$ cat src/rtl/audio_sample_fifo.sv
`timescale 1ns/1ps
`default_nettype none
// ============================================================================
//  Module   : audio_sample_fifo
//  Purpose  : iomem-mapped audio playback peripheral. The CPU pushes 12-bit
//             PCM samples into an internal FIFO. One sample is popped per
//             sample period and held on audio_out, which feeds pdm_dac.
//  Revision : 1.0 - initial release
// ----------------------------------------------------------------------------
//  Ports
//    clk            in   1   system clock
//    resetn         in   1   synchronous, active-low reset
//    iomem_valid    in   1   bus request valid
//    iomem_ready    out  1   one-cycle acknowledge
//    iomem_wstrb    in   4   byte write strobes, 0 = read
//    iomem_addr     in  32   bus address, [31:24] selects the block
//    iomem_wdata    in  32   write data
//    iomem_rdata    out 32   read data, valid while iomem_ready=1
//    audio_out      out 12   current sample to the DAC
//    sample_strobe  out  1   one-cycle pulse per sample tick
//    irq_low        out  1   enabled and FIFO below half full
// ----------------------------------------------------------------------------
//  Register map (iomem_addr[7:0])
//    0x00 DATA   W: push wdata[11:0]            R: level
//    0x04 STATUS R: {level, ovf, und, full, empty}  W: 1 clears und/ovf
//    0x08 CTRL   R/W: bit0 enable, W bit1 flush (self-clearing)
// ============================================================================
module audio_sample_fifo #(
    parameter logic [7:0] BASE_ADDR  = 8'h04,
    parameter int         CLK_HZ     = 16000000,
    parameter int         SAMPLE_HZ  = 8000,
    parameter int         DEPTH_LOG2 = 6
) (
    input  logic        clk,
    input  logic        resetn,
    input  logic        iomem_valid,
    output logic        iomem_ready,
    input  logic [3:0]  iomem_wstrb,
    input  logic [31:0] iomem_addr,
    input  logic [31:0] iomem_wdata,
    output logic [31:0] iomem_rdata,
    output logic [11:0] audio_out,
    output logic        sample_strobe,
    output logic        irq_low
);

    // ------------------------------------------------------------------------
    // Derived constants
    // ------------------------------------------------------------------------
    localparam int c_div   = CLK_HZ / SAMPLE_HZ;
    localparam int c_div_w = (c_div > 2) ? $clog2(c_div) : 1;
    localparam int c_depth = 1 << DEPTH_LOG2;

    localparam logic [c_div_w-1:0]  c_div_last   = c_div_w'(c_div - 1);
    localparam logic [DEPTH_LOG2:0] c_level_full = {1'b1, {DEPTH_LOG2{1'b0}}};
    localparam logic [DEPTH_LOG2:0] c_level_half = c_level_full >> 1;

    localparam logic [7:0] c_off_data   = 8'h00;
    localparam logic [7:0] c_off_status = 8'h04;
    localparam logic [7:0] c_off_ctrl   = 8'h08;

    // ------------------------------------------------------------------------
    // State
    // ------------------------------------------------------------------------
    logic [11:0]           r_mem [c_depth];
    logic [DEPTH_LOG2-1:0] r_wr_ptr;
    logic [DEPTH_LOG2-1:0] r_rd_ptr;
    logic [DEPTH_LOG2:0]   r_level;
    logic                  r_enable;
    logic                  r_underrun;
    logic                  r_overflow;
    logic [c_div_w-1:0]    r_div;

    // ------------------------------------------------------------------------
    // Bus decode
    // ------------------------------------------------------------------------
    logic       w_take;
    logic       w_write;
    logic       w_read;
    logic [7:0] w_off;

    // The !iomem_ready term stops a still-asserted valid during the ack cycle
    // from being taken as a second access.
    assign w_take  = iomem_valid && !iomem_ready && (iomem_addr[31:24] == BASE_ADDR);
    assign w_write = w_take && (iomem_wstrb != 4'b0000);
    assign w_read  = w_take && (iomem_wstrb == 4'b0000);
    assign w_off   = iomem_addr[7:0];

    // Address bits [23:8] and data bits above the sample are don't-care.
    logic w_unused;
    assign w_unused = ^{iomem_addr[23:8], iomem_wdata[31:12]};

    // ------------------------------------------------------------------------
    // FIFO control
    // ------------------------------------------------------------------------
    logic w_empty;
    logic w_full;
    logic w_tick;
    logic w_flush;
    logic w_push_req;
    logic w_push;
    logic w_pop;
    logic w_ovf_set;
    logic w_und_set;
    logic w_ovf_clr;
    logic w_und_clr;
    logic w_enable_nxt;

    assign w_empty = (r_level == '0);
    assign w_full  = (r_level == c_level_full);
    assign w_tick  = r_enable && (r_div == c_div_last);

    assign w_flush    = w_write && (w_off == c_off_ctrl) && iomem_wdata[1];
    assign w_push_req = w_write && (w_off == c_off_data);

    // Fullness is judged on the level at the access cycle, so a push into a
    // full FIFO is lost even when a pop frees a slot on the same edge.
    assign w_push = w_push_req && !w_full && !w_flush;

    // Emptiness is also judged before the push, so a push into an empty FIFO
    // on a tick cycle is an underrun and the new sample stays queued.
    assign w_pop  = w_tick && !w_empty && !w_flush;

    assign w_ovf_set = w_push_req && w_full;
    assign w_und_set = w_tick && w_empty;
    assign w_ovf_clr = w_write && (w_off == c_off_status) && iomem_wdata[3];
    assign w_und_clr = w_write && (w_off == c_off_status) && iomem_wdata[2];

    assign w_enable_nxt = (w_write && (w_off == c_off_ctrl)) ? iomem_wdata[0] : r_enable;

    logic [DEPTH_LOG2:0] w_level_nxt;

    always_comb begin
        w_level_nxt = r_level;
        if (w_flush) begin
            w_level_nxt = '0;
        end else if (w_push && !w_pop) begin
            w_level_nxt = r_level + 1'b1;
        end else if (w_pop && !w_push) begin
            w_level_nxt = r_level - 1'b1;
        end
    end

    // ------------------------------------------------------------------------
    // Read mux (uses the state as it is during the access cycle)
    // ------------------------------------------------------------------------
    logic [31:0] w_rdata;

    always_comb begin
        w_rdata = '0;
        case (w_off)
            c_off_data: begin
                w_rdata[DEPTH_LOG2:0] = r_level;
            end
            c_off_status: begin
                w_rdata[0]                = w_empty;
                w_rdata[1]                = w_full;
                w_rdata[2]                = r_underrun;
                w_rdata[3]                = r_overflow;
                w_rdata[8 +: DEPTH_LOG2+1] = r_level;
            end
            c_off_ctrl: begin
                w_rdata[0] = r_enable;
            end
            default: begin
                w_rdata = '0;
            end
        endcase
    end

    // ------------------------------------------------------------------------
    // Sample storage: contents need no reset, the pointers define validity.
    // ------------------------------------------------------------------------
    always_ff @(posedge clk) begin
        if (w_push) begin
            r_mem[r_wr_ptr] <= iomem_wdata[11:0];
        end
    end

    // ------------------------------------------------------------------------
    // Control, pointers, divider and registered outputs
    // ------------------------------------------------------------------------
    always_ff @(posedge clk) begin
        if (!resetn) begin
            iomem_ready   <= 1'b0;
            iomem_rdata   <= '0;
            audio_out     <= 12'h800;
            sample_strobe <= 1'b0;
            irq_low       <= 1'b0;
            r_wr_ptr      <= '0;
            r_rd_ptr      <= '0;
            r_level       <= '0;
            r_enable      <= 1'b0;
            r_underrun    <= 1'b0;
            r_overflow    <= 1'b0;
            r_div         <= '0;
        end else begin
            iomem_ready   <= w_take;
            iomem_rdata   <= w_read ? w_rdata : 32'h0;
            sample_strobe <= w_tick;

            if (w_pop) begin
                audio_out <= r_mem[r_rd_ptr];
            end

            if (w_flush) begin
                r_wr_ptr <= '0;
                r_rd_ptr <= '0;
            end else begin
                if (w_push) begin
                    r_wr_ptr <= r_wr_ptr + 1'b1;
                end
                if (w_pop) begin
                    r_rd_ptr <= r_rd_ptr + 1'b1;
                end
            end
            r_level  <= w_level_nxt;
            r_enable <= w_enable_nxt;

            // Divider runs only while enabled and restarts from 0 otherwise,
            // so the first tick lands a full period after enabling.
            if (!r_enable || (r_div == c_div_last)) begin
                r_div <= '0;
            end else begin
                r_div <= r_div + 1'b1;
            end

            // A new event in the same cycle as a clear keeps the flag set.
            if (w_und_set) begin
                r_underrun <= 1'b1;
            end else if (w_und_clr) begin
                r_underrun <= 1'b0;
            end
            if (w_ovf_set) begin
                r_overflow <= 1'b1;
            end else if (w_ovf_clr) begin
                r_overflow <= 1'b0;
            end

            // Built from next-state values so the level output always matches
            // the ENABLE and level registers visible in the same cycle.
            irq_low <= w_enable_nxt && (w_level_nxt < c_level_half);
        end
    end

endmodule
`default_nettype wire
$ cat config.mk
export PLATFORM = sky130hd
export DESIGN_NAME = audio_sample_fifo
export DESIGN_NICKNAME = d
export VERILOG_FILES = /design/src/rtl/audio_sample_fifo.sv
export SDC_FILE = /design/constraint.sdc
export NUM_CORES = 1
export LEC_CHECK = 0
export ABC_AREA = 1
export CAP_MARGIN = 10
export CORE_MARGIN = 5
export CORE_UTILIZATION = 55
export CTS_CLUSTER_SIZE = 20
export DETAILED_ROUTE_END_ITERATION = 12
export GPL_ROUTABILITY_DRIVEN = 1
export GPL_TIMING_DRIVEN = 1
export PLACE_DENSITY = 0.73
export SKIP_LAST_GASP = 1
export SYNTH_ARGS = -nofsm -noshare
export SYNTH_HDL_FRONTEND = slang
export SYNTH_SLANG_ARGS = --single-unit
$ cat constraint.sdc
create_clock -name clk -period 2.8 [get_ports clk]
set_input_delay 0.28 -clock clk [delete_from_list [all_inputs] [get_ports clk]]
set_output_delay 0.28 -clock clk [all_outputs]
set_load 0.01 [all_outputs]
# Word-level counts from Yosys, hierarchy flattened
# Memories as Yosys holds them, arrays and structs flattened. A register that Yosys moved wholly into a read port is not among the register bits.
# Index checks and enable logic that the tools add are counted.
[classes] n_addsub=5 magnitude_cmp=1 n_eq_ne=5 mux=12 bitwise_logic=1 reduce_logical=40
[op_table] operator="two-way mux 7 bit" count=3
[op_table] operator="logical AND 1 bit" count=20
[op_table] operator="equality test 8 x 3 -> 1 bit, second input constant" count=2
[op_table] operator="adder 6 x 1 -> 6 bit, second input constant" count=2
[op_table] operator="adder 11 x 1 -> 11 bit, second input constant" count=1
[op_table] operator="equality test 11 bit, second input constant" count=1
[op_table] operator="equality test 8 x 4 -> 1 bit, second input constant" count=1
[op_table] operator="zero test 1 bit" count=8
[op_table] operator="zero test 8 bit" count=1
[op_table] operator="adder 7 x 1 -> 7 bit, second input constant" count=1
[op_table] operator="equality test 7 bit, second input constant" count=1
[op_table] operator="zero test 7 bit" count=1
[op_table] operator="less-than comparator 7 x 6 -> 1 bit, second input constant" count=1
[op_table] operator="two-way mux 1 bit" count=7
[op_table] operator="subtractor 7 x 1 -> 7 bit, second input constant" count=1
[op_table] operator="case mux 3 bit (2 select lines)" count=1
[op_table] operator="AND reduction 3 bit" count=2
[op_table] operator="zero test 4 bit" count=1
[op_table] operator="nonzero test 2 bit" count=2
[op_table] operator="nonzero test 4 bit" count=1
[op_table] operator="OR reduction 2 bit" count=2
[op_table] operator="case mux 1 bit (3 select lines)" count=1
[op_table] operator="AND reduction 2 bit" count=1
[op_table] operator="logical OR 1 bit" count=1
[op_table] operator="NOT 1 bit" count=1
[word_totals] regBits=68 ram_bits=768 input_bits=71 output_inout_bits=47 n_memories=1
[mem_list] memory="r_mem" depth=64 width=12 rd=1 rd_ports_with_merged_regs=1 write_ports=1 line_no="65" rtl="logic [11:0] r_mem [c_depth];"

# Longest topological paths before layout
[depth] word_depth=15 ltp_mapped=19 ltp_nobuf=18

# Worst setup path after synthesis
# No wires, ideal clock.
[synth_path] path_type="register to register" startpoint="register r_div[0]" endpoint="register irq_low" arrival_time_ps=2262 path_slack_ps=417 stages_incl_launch_ff=19 path_buffers=1 period_less_slack_ps=2383 path_cell_list="dfxtp_1 -> ha_1 -> nand3_1 -> nor2_1 -> nand3_1 -> nor3_1 -> nand2_1 -> inv_2 -> buf_2 -> ha_1 -> inv_1 -> nor2_1 -> inv_1 -> nor2_1 -> nand3_1 -> nand3_1 -> nand3_1 -> nand2_1 -> nor2_1"
[synth_between] elab_chain_cells=10 word_cells_on_any_way=12
[synth_lines] element="from (decl)" line_no="72" rtl="logic [c_div_w-1:0] r_div;"
[synth_lines] element="from (signal assigned)" line_no="225" rtl="r_div <= r_div + 1'b1;"
[synth_lines] element="equality test 11 bit *" line_no="111" rtl="assign w_tick = r_enable && (r_div == c_div_last);"
[synth_lines] element="logical AND 1 bit *" line_no="111"
[synth_lines] element="logical AND 1 bit * (2 in series)" line_no="122" rtl="assign w_pop = w_tick && !w_empty && !w_flush;"
[synth_lines] element="named net w_pop" line_no="102" rtl="logic w_pop;"
[synth_lines] element="logical AND 1 bit / zero test 1 bit (equally long branches)" line_no="139, 137"
[synth_lines] element="two-way mux 7 bit / logical AND 1 bit (equally long branches)" line_no="139, 137"
[synth_lines] element="two-way mux 7 bit *" line_no="137" rtl="end else if (w_push && !w_pop) begin"
[synth_lines] element="two-way mux 7 bit *" line_no="135" rtl="if (w_flush) begin"
[synth_lines] element="less-than comparator 7 x 6 -> 1 bit *" line_no="242" rtl="irq_low <= w_enable_nxt && (w_level_nxt < c_level_half);"
[synth_lines] element="logical AND 1 bit *" line_no="242"
[synth_lines] element="to (signal assigned)" line_no="242"
[synth_lines] element="to (decl)" line_no="44" rtl="output logic irq_low"
# Mark *: on every way through the listed nets, which the timed path passes. The rest lies on a longest branch.
# A chain may end at the register's enable or synchronous reset.

# Worst setup path in the final report
[layout_path] startpoint="register r_div[0]" endpoint="register irq_low"
[layout_between] elab_chain_cells=10 word_cells_on_any_way=12
[layout_lines] element="equality test 11 bit *" line_no="111"
[layout_lines] element="logical AND 1 bit *" line_no="111"
[layout_lines] element="logical AND 1 bit * (2 in series)" line_no="122"
[layout_lines] element="logical AND 1 bit / zero test 1 bit (equally long branches)" line_no="139, 137"
[layout_lines] element="two-way mux 7 bit / logical AND 1 bit (equally long branches)" line_no="139, 137"
[layout_lines] element="two-way mux 7 bit *" line_no="137"
[layout_lines] element="two-way mux 7 bit *" line_no="135"
[layout_lines] element="less-than comparator 7 x 6 -> 1 bit *" line_no="242"
[layout_lines] element="logical AND 1 bit *" line_no="242"
# Mark *: on every way between the ends. The rest lies on a longest branch, timed or not.

==> impl_metrics.ini <==
[detailed_routing]
ant_nets = 0
first_iter_violations = 3624
via_per_inst = 5.70
drc = 0
wirelength_um = 92000
firstDrtPassIters = 7
vias = 24600
wl_per_cell_um = 21.3

[timing]
finalSetupViolCount = 0
slew-limit-headroom_pct = 32.7
hold_slack_ps = 171
maxSlewViolCount = 0
fin_ws_ps = 257
final-hold-violation-count = 0
worstMarginPinSlew_ps = 1010
finClkSkew_ps = 35.0
max_freq_mhz = 393
fin_crit_ps = 2540
finalCritPeriodShare_pct = 90.8

[floorplanning]
chipWidth_um = 262
die_area_sq_mm = 0.0688
fp-row-count = 92
die_h_um = 262
core_area_sq_mm = 0.0631
initial_utilization_pct = 55.5
io_pins = 118

[worst_setup_path]
reg2reg_slack_ps = 260
cp_top_family = simple AND/OR/NAND/NOR gates
critPathRequiredTime_ps = 3310
start_kind = flop
crit_arrival_ps = 3050
slowest_delay_ps = 360
end_kind = flop
critPathMaxFanout = 5
worstSetupPathType = reg2reg
worst-r2r-cell-count = 17
timing.rr.end = irq_low$_SDFF_PN0_
rr_startpoint = r_div[0]$_SDFF_PP0_
cp_slowest_cell = dfxtp_1
path_buf_inv = 3
path_cells = ha_1 > nand3_1 > nor2_1 > nand3_2 > nor3_2 > nand2_2 > inv_2 > ha_1 > inv_1 > nor2_4 > inv_1 > nor2_1 > nand3_1 > nand3_1 > nand3_1 > nand2_1 > nor2_1
crit_top_cell = nand3_1

[synth]
synth_edf_count = 768
syn_inst = 3291
synth-main-ff-cell = edfxtp_1
synth_cell_types = 40
ys_top_cells_by_area = edfxtp_1 (66%), nand2_1 (10%), nand3_1 (6.1%)
ys_ff_latch = 830
yosys_warnings = 0
ys_seq_area_share_pct = 69.5
syn_area_sq_mm = 0.0350
syn_area_per_cell_sq_um = 10.6
synth_top_area_share_pct = 65.9
ys_async_sr_fraction_pct = 0
yosysTopAreaCell = edfxtp_1

[min_path]
min_path_type = in2reg
hold_path_startpoint = iomem_wdata[8]
whs_endpoint = r_mem[23][8]$_DFFE_PP_
hold_path_depth = 1

[global_routing]
grt_overflow = 0
grt_antenna_before_repair = 1
grt_start_max_net_pins = 141
grt_pass1_wl_um = 139000
grt_pass1_vias = 23200
grt_use_total_pct = 25.9

[placement]
place_ws_ps = -44.3
place_hpwl_um = 55100
numPortBuffers = 63
gp_congestion = 0.952

[power_and_ir_drop]
p_leak_nw = 15.1
irDropWorstVdd_v = 0.000625
p_per_area_mw_per_mm2 = 618

[clock_tree]
cts_tree = built
cts_num_sinks = 830
numCtsBuffers = 81
path_clk_slew_ps = 70
clockBufferDepth = 3
clkLatencyLatePin_ps = 640
htree_levels = 3
cts_root_buffer = clkbuf_16

[finish]
diodes = 0
areaGrowthSynthToFinish_pct = 13.5
final_nets = 3480
final_layout_size_suffix_gt1_share_pct = 8.56

[flow_run]
cap_violations = 0

[outcome]
run_status = completed
[stage by stage]
stage,setup TNS (ps),utilization [%],std cells,total power [mW],area [sq um]
2_1_floorplan,0,-,3308,13.8,35100
5_1_grt,-1.86,63.0,4314,25.2,39700
4_1_cts,0,62.9,4314,24.6,39700
3_3_place_gp,0,58.8,4163,14.1,37100
6_report,0,63.0,4314,24.5,39700
3_5_place_dp,-353,58.8,4163,14.2,37100
[power by group]
group | internal (mW) | switching (mW) | total (mW)
Sequential | 13.5 | 0.0000133 | 13.5
Combinational | 0.0732 | 0.300 | 0.374
Clock | 6.08 | 4.56 | 10.6
Total | 19.7 | 4.86 | 24.5
[kinds of logic (layout without fill, tap and decap cells)]
group,after synthesis,in the layout,share of synthesized area [%]
buf+inv,425,585,5.26
other cells,1,18,0.0107
xor+xnor,13,13,0.325
fa+ha+maj,8,8,0.286
flops,830,830,69.5
compound gates,173,173,2.56
simple gates,1841,1841,22.1
[state kept, by name (all words and copies together) (netlist names)]
| name | count |
|---|---|
| audio_out | 12 |
| r_underrun | 1 |
| iomem_ready | 1 |
| irq_low | 1 |
| r_wr_ptr | 6 |
| sample_strobe | 1 |
| r_div | 11 |
| r_enable | 1 |
| r_overflow | 1 |
| iomem_rdata | 14 |
| r_mem | 768 |
| r_level | 7 |
| r_rd_ptr | 6 |
[layout make-up]
class,instances,area [sq um]
Clock buffer,107,2190
Clock inverter,43,400
Fill cell,4775,23400
Inverter,237,902
Multi-Input combinational cell,2053,8930
Sequential cell,830,24300
Tap cell,846,1060
Timing Repair Buffer,198,1920
[synthesized netlist by cell type, types with 10 or more instances]
cell,count
nand2_1,975
edfxtp_1,768
nand3_1,428
nor2_1,392
inv_1,233
o21ai_0,95
buf_2,71
a21oi_1,66
dfxtp_1,62
clkbuf_1,59
buf_4,38
buf_1,18
nor3_1,13
xor2_1,10
[layer usage]
metal	vias to the layer above	global-route usage [%]	share of wire, %
met2	1480	41.0	47
met3	199	4.30	11
li1	11200	-	-
met1	11700	36.9	39
met4	0	9.37	3.8
met5	-	0	0
[cell usage in the layout, fill, tap and decap left out, types with 6 or more instances in the layout]
cell type          n
buf_12            27
nor3_1            12
nor3_2             7
nand3_4            8
clkbuf_1          20
clkbuf_16         82
bufinv_16          6
ha_1               7
nor2_1           391
dfxtp_1           59
buf_2             12
o21ai_0           95
clkinv_2           8
clkinv_1          19
a21oi_1           66
nand2_1          974
edfxtp_1         768
buf_4            107
clkdlybuf4s50_1   51
xor2_1            10
nand3_1          427
conb_1            18
inv_1            232
[worst max path at each step]
| stage | startpoint | to | cells after the start |
|---|---|---|---|
| 3_3_place_gp | iomem_addr[1] | r_mem[51][2]$_DFFE_PP_ | 9 |
| 4_1_cts | r_div[0]$_SDFF_PP0_ | irq_low$_SDFF_PN0_ | 15 |
| 6_report | r_div[0]$_SDFF_PP0_ | irq_low$_SDFF_PN0_ | 17 |
| 3_5_place_dp | iomem_addr[1] | irq_low$_SDFF_PN0_ | 14 |
| 2_1_floorplan | r_div[0]$_SDFF_PP0_ | irq_low$_SDFF_PN0_ | 18 |
| 5_1_grt | r_div[0]$_SDFF_PP0_ | irq_low$_SDFF_PN0_ | 17 |
[timing repair]
item                                   4_1_cts  5_1_grt
setup endpoints to repair                    0        5
setup buffers                                0        0
hold buffers                                 1        0
endpoints found under the hold margin        1        0
gates resized for setup                      0        6
Power figures use the tool's default switching activity.
